==> config.mk <==
export PLATFORM = sky130hd
export DESIGN_NAME = blc_line_tx
export DESIGN_NICKNAME = d
export VERILOG_FILES = /design/src/rtl/blc_line_tx.sv
export SDC_FILE = /design/constraint.sdc
export NUM_CORES = 1
export LEC_CHECK = 0
export CORE_UTILIZATION = 35
export DETAILED_ROUTE_END_ITERATION = 12
export HOLD_SLACK_MARGIN = 0.02
export SKIP_LAST_GASP = 1
export SLEW_MARGIN = 10
export SYNTH_ARGS = -nofsm -noshare
export SYNTH_HDL_FRONTEND = slang
export SYNTH_SLANG_ARGS = --single-unit
export TNS_END_PERCENT = 20
==> constraint.sdc <==
create_clock -name clk -period 5.2 [get_ports clk]
set_clock_uncertainty 0.2 [all_clocks]
set_input_delay 1.04 -clock clk [delete_from_list [all_inputs] [get_ports clk]]
set_output_delay 1.04 -clock clk [all_outputs]
set_load 0.005 [all_outputs]
==> src/rtl/blc_line_tx.sv <==
// Frames an upstream pixel stream into BLC lines: header, black/active/black body, trailer.
// A new line starts only when the BLC reports ready; lines are counted per frame.
module blc_line_tx #(
    parameter int                    DATA_WIDTH      = 8,
    parameter int                    BPN_L           = 128,
    parameter int                    READ_PIXEL      = 16,
    parameter int                    BPN_R           = 128,
    parameter logic [DATA_WIDTH-1:0] PAD_VALUE       = '0,
    parameter int                    GAP_CYCLES      = 4,
    parameter int                    LINES_PER_FRAME = 4
) (
    input  logic                  clk,
    input  logic                  rst_n,
    input  logic                  enable,
    input  logic                  s_valid,
    input  logic [DATA_WIDTH-1:0] s_data,
    output logic                  s_ready,
    input  logic                  m_ready,
    output logic                  m_valid,
    output logic [DATA_WIDTH-1:0] m_data,
    output logic                  sol,
    output logic                  eol,
    output logic                  frame_done,
    output logic                  busy
);

    localparam logic [15:0] BODY_LEN  = 16'(BPN_L + READ_PIXEL + BPN_R);
    localparam logic [15:0] GAP_LAST  = 16'(GAP_CYCLES - 1);
    localparam logic [15:0] LINE_LAST = 16'(LINES_PER_FRAME - 1);

    typedef enum logic [2:0] {IDLE, WAIT_RDY, HEAD, BODY, TAIL, GAP} state_t;

    state_t      state, state_nx;
    logic [15:0] pix_cnt;
    logic [15:0] line_cnt;
    logic [15:0] gap_cnt;
    logic        xfer;
    logic        last_pix;
    logic        wrap_r;

    assign s_ready  = (state == BODY) && (pix_cnt < BODY_LEN);
    assign xfer     = s_valid && s_ready;
    assign last_pix = xfer && (pix_cnt == BODY_LEN - 16'd1);
    assign busy     = (state != IDLE);

    always_ff @(posedge clk or negedge rst_n) begin
        if (!rst_n) begin
            state <= IDLE;
        end else begin
            state <= state_nx;
        end
    end

    always_comb begin
        state_nx = state;
        case (state)
            IDLE:     if (enable) state_nx = WAIT_RDY;
            WAIT_RDY: begin
                if (!enable)      state_nx = IDLE;
                else if (m_ready) state_nx = HEAD;
            end
            HEAD:     state_nx = BODY;
            BODY:     if (last_pix) state_nx = TAIL;
            TAIL:     state_nx = GAP;
            GAP:      if (gap_cnt == GAP_LAST) state_nx = enable ? WAIT_RDY : IDLE;
            default:  state_nx = IDLE;
        endcase
    end

    // frame_done trails the last line's eol by one cycle, so wrap is remembered from TAIL.
    always_ff @(posedge clk or negedge rst_n) begin
        if (!rst_n) begin
            m_valid    <= 1'b0;
            m_data     <= '0;
            sol        <= 1'b0;
            eol        <= 1'b0;
            frame_done <= 1'b0;
            pix_cnt    <= '0;
            line_cnt   <= '0;
            gap_cnt    <= '0;
            wrap_r     <= 1'b0;
        end else begin
            m_valid    <= 1'b0;
            sol        <= 1'b0;
            eol        <= 1'b0;
            frame_done <= eol && wrap_r;
            case (state)
                HEAD: begin
                    m_valid <= 1'b1;
                    m_data  <= PAD_VALUE;
                    sol     <= 1'b1;
                    pix_cnt <= '0;
                end
                BODY: begin
                    if (xfer) begin
                        m_valid <= 1'b1;
                        m_data  <= s_data;
                        pix_cnt <= pix_cnt + 16'd1;
                    end
                end
                TAIL: begin
                    m_valid <= 1'b1;
                    m_data  <= PAD_VALUE;
                    eol     <= 1'b1;
                    gap_cnt <= '0;
                    if (line_cnt == LINE_LAST) begin
                        line_cnt <= '0;
                        wrap_r   <= 1'b1;
                    end else begin
                        line_cnt <= line_cnt + 16'd1;
                        wrap_r   <= 1'b0;
                    end
                end
                GAP: begin
                    gap_cnt <= gap_cnt + 16'd1;
                end
                default: ;
            endcase
        end
    end

endmodule

# Word-level counts from Yosys, hierarchy flattened
# Index checks and enable logic that the tools add are counted.
# totals
reg_bits,64
latchBits,0
ram_bits,0
rom_bits,0
inputBits,13
out_inout_bits,14
wordCells,58
memories,0
# classes
addsub,3
multipliers,0
n_div,0
magnitude_cmp,1
n_eq_ne,13
shift,0
muxes,18
n_bitwise,0
reduce_logical,13
# op_table
op,count
case mux 16 bit (2 select lines),2
"adder 16 x 1 -> 16 bit, second input constant",3
"equality test 16 x 2 -> 1 bit, second input constant",2
2-to-1 mux 16 bit,2
case mux 3 bit (6 select lines),1
"equality test 16 x 9 -> 1 bit, second input constant",1
"< comparator 16 x 9 -> 1 bit, second input constant",1
case mux 8 bit (2 select lines),1
2-to-1 mux 3 bit,5
2-to-1 mux 8 bit,1
"!= test 2 bit, second input constant",4
"equality test 3 x 2 -> 1 bit, second input constant",2
"equality test 3 bit, second input constant",2
nonzero test 2 bit,3
2-to-1 mux 1 bit,5
logical AND 1 bit,4
AND reduction 2 bit,2
AND reduction 4 bit,1
"equality test 3 x 1 -> 1 bit, second input constant",1
logical NOT 3 bit,1
"!= test 3 bit, second input constant",1
nonzero test 3 bit,1
case mux 1 bit (2 select lines),1
OR reduction 2 bit,1

# Depth between registers and ports, before layout
# logic_depth
word_depth,6
ltp_mapped,8
depth_no_buf,6

# Least setup slack after synthesis
# No wires, ideal clock.
# synth_path
path_kind,input -> register
start,input s_valid
end,register pix_cnt[5]
arrival_ns,2.661
required_ns,4.923
path_slack_ns,2.261
path_stages,5
path_buffers,1
path_cell_list,or4b_1 > or4_1 > buf_2 > or4_1 > a21oi_1
# synth_between
elab_chain_len,3
# synth_rtl
item,line_no,source
start: declaration,15,"input logic s_valid,"
logical AND 1 bit,42,assign xfer = s_valid && s_ready;
!= test 2 bit (no source line),--,
AND reduction 2 bit (no source line),--,
end signal: assignment,98,pix_cnt <= pix_cnt + 16'd1;
end: declaration,34,logic [15:0] pix_cnt;
# Every way passes these cells.
# A chain may end at the register's enable or synchronous reset.

# Worst setup path in the final report
# layout_path
start,register pix_cnt[10]
end,output s_ready
# layout_between
elab_chain_len,2
# layout_rtl
item,line_no,source
< comparator 16 x 9 -> 1 bit,41,assign s_ready = (state == BODY) && (pix_cnt < BODY_LEN);
logical AND 1 bit,41,
end: declaration,17,"output logic s_ready,"
# Every way passes these cells.

==> metrics.md <==
| Metric | Value |
|---|---|
| Outcome | `finished clean` |
| Setup bufs post-CTS | `0` |
| First drt pass iteration count | `4` |
| Worst skew pair latency | `0.34 ns` |
| Number of max-cap violations | `0` |
| Post-Syn Area per Cell | `9.46 um2` |
| Antenna viol nets, final | `0` |
| Drt drc | `0` |
| Top FF cell, synth | `dfrtp_1` |
| Setup slack, reg-to-reg | `2.36 ns` |
| Final nets | `366` |
| Die Footprint | `0.00928 mm2` |
| Worst path slowest cell | `or4_1` |
| # port buffers | `26` |
| Detailed-route via count | `2,488` |
| Max Fclk | `269 MHz` |
| Max IR drop VDD | `162 uV` |
| GRT Total Usage | `15.7%` |
| Post-Route Utilization | `42.1%` |
| First-pass GRT wire length | `11,100 um` |
| Reg2Reg Launch Point | `state[0]` |
| P_sw | `0.000426 W` |
| Rows | `34` |
| Clock sink total | `64` |
| Crit-path cells | `or4_1 -> or4_1 -> nor3_1 -> clkdlybuf4s50_1` |
| Power per cell area | `379 mW/mm2` |
| Synth Register Bits | `64` |
| H-tree levels | `3` |
| Mapped cell area | `0.00311 mm2` |
| Most frequent cells in the layout | `dfrtp_1 (64), nand2_1 (54), nand3_1 (33), clkdlybuf4s50_1 (25), o21ai_0 (17)` |
| Initial core utilization | `35.9%` |
| Vias/cell | `5.39` |
| Final hold violations | `0` |
| I/O pins | `27` |
| Critical path peak fanout | `4` |
| Clk buf depth | `2` |
| Yosys warns | `0` |
| Sequential cell area | `0.00160 mm2` |
| Leak Pwr | `1.66 nW` |
| Setup repair after global routing missed its margin | `false` |
| Most used cell, CP | `or4_1` |
| Delay-heaviest family, CP | `simple AND/OR/NAND/NOR gates` |
| Reg2reg end | `pix_cnt[5]` |
| CP bufs+invs | `1` |
| Wirelength per Cell | `14.0 um` |
| Number of flops mapped to enable cells by yosys | `0` |
| DIE WIDTH | `96.3 um` |
| Worst-margin pin slew | `0.998 ns` |
| Rel. slew slack | `32.9%` |
| Post_cts resized | `0` |
| Starting DRT DRC Count | `89` |
| Synth Instances | `329` |
| Hold buffer count at cts | `0` |
| Slew Limit Fails | `0` |
| Post-synthesis cell type count | `45` |
| Core ar. | `0.00868 mm2` |
| TritonCTS Buffers | `9` |
| Min Tclk post-route | `3.72 ns` |
| Initial antenna violation count | `0` |
| Aggregate global routing overflow | `0` |
| Routed WL | `6470 um` |
| Ys async rst share | `100%` |
| Cells on worst reg2reg path | `4` |
| Syn Nets | `345` |
| Min-delay worst type | `flop to flop` |
| Layout area overhead | `17.4%` |
| Setup CP Type | `flop to output pin` |
| Final setup violating endpoints | `0` |
| Pin count of the biggest net entering global routing | `34` |
| Clock power frac | `32.5%` |
| Post-synthesis sequential area ratio | `51.4%` |
| Die H | `96.3 um` |
| HP Start | `eol` |
| Worst EP required | `3.96 ns` |
| Crit path capture type | `output pin` |
| Share of cells above drive strength 1 | `5.93%` |
| Clk root buf | `clkbuf_8` |
| Worst-path clk slew | `0.07 ns` |
| Post-route setup TNS | `0 ns` |
| Critical path startpoint category | `flop` |
| WHS Path Cells | `1` |
| Gpl congestion | `0.773` |
| Sequential Power Share | `46.0%` |
| Peak per-stage delay on the critical path | `0.60 ns` |
| Final Cycle Share | `71.6%` |
| # diodes | `0` |
| TritonCTS clock tree | `done` |
| Internal Power | `0.000960 W` |
| Vias in the first global route | `2,339` |
| Leading cell type in the layout, fill and taps excluded | `dfrtp_1` |
| Combinational share of power | `21.6%` |
| Fill count | `870` |
| Crit path DAT | `2.48 ns` |
| Sw Share | `30.7%` |
| Worst hold endpoint | `frame_done` |
| Post-DP HPWL | `4340 um` |
| Multi-input logic area | `0.00143 mm2` |
-- registers in the layout, indices dropped and copies added, names as in the netlist --
signal and count:
m_valid 1, line_cnt 16, wrap_r 1, state 3, m_data 8, eol 1
sol 1, pix_cnt 16, frame_done 1, gap_cnt 16
-- power groups by stage --
stage,Combinational (W),Clock (W),Sequential [W]
CTS,0.000304,0.000456,0.000637
global route,0.000347,0.000480,0.000651
finish,0.000299,0.000450,0.000637
detailed placement,0.000301,0,0.000646
floorplan,0.000185,0,0.000611
global placement,0.000299,0,0.000645
-- worst max path at each step --
stage	cells past startpoint	to	from	slack (ns)
final	4	s_ready	pix_cnt[10]	1.48
after detailed placement	5	pix_cnt[5]	s_valid	1.47
after floorplan	5	pix_cnt[5]	s_valid	2.26
after global routing	4	s_ready	pix_cnt[10]	1.34
after global placement	5	pix_cnt[5]	s_valid	1.47
after CTS	4	s_ready	pix_cnt[10]	1.41
-- cell type report --
cell class                 instances  area share [%]
sequential                        64            43.8
multi-input combinational        242            39.1
timing repair buffer              27            7.19
clock buffer                      12            4.52
tap                              108            3.70
clock inverter                     3            1.10
inverter                           6           0.616
-- worst reg2reg max path, cell delays in order, from the launching register on --
cell and delay [ns]:
dfrtp_1 0.71, nand3b_1 0.27, or4_1 0.84, or4_1 0.60
a21oi_1 0.14
-- per-layer routing --
metal  part of all wire (%)  global-route usage, %
met5                      0                      0
met4                    1.8                   7.35
met3                    2.6                   3.48
met2                     46                   24.5
met1                     49                   20.6
-- synth_stat cells (3+ instances only) --
cell type  number  area, um2
or4_1           7       52.6
nor3_1          8       40.0
and2_1          9       56.3
clkbuf_1       15       56.3
mux2i_1         6       60.1
inv_1           6       22.5
nand4b_1        3       26.3
and4_1          4       35.0
xnor2_1         7       61.3
nand3_1        33        165
o31ai_1         4       30.0
nand4_1        11       68.8
dfrtp_1        64       1600
ha_1            3       37.5
nor2_1         13       48.8
nand2_1        54        203
nand2b_1        3       18.8
a21oi_1         9       45.0
o21ai_0        17       85.1
xor2_1          6       52.6
nor4_1         13       81.3
or3_1           3       18.8
a22o_1          3       26.3
-- through the flow --
step	total power (W)	cells	instance area (um2)	hold WS [ns]	setup WS [ns]
floorplan	0.000796	329	3110	0.242	2.26
global placement	0.000945	447	3450	0.256	1.47
detailed placement	0.000948	447	3450	0.267	1.47
CTS	0.00140	462	3660	0.281	1.41
global route	0.00148	462	3660	0.300	1.34
finish	0.00139	462	3660	0.281	1.48
-- logic make-up (layout without fill, tap and decap cells) --
group	after synthesis	count (layout)	synth area share [%]
muxes	6	6	1.93
adders and majority gates	3	3	1.21
and+or+nand+nor	173	173	29.3
DFF	64	64	51.4
buffers and inverters	23	48	2.85
AOI/OAI and AO/OA	47	47	9.65
xor gates and xnor gates	13	13	3.66
Note: power is estimated with default switching activity, not from simulation.
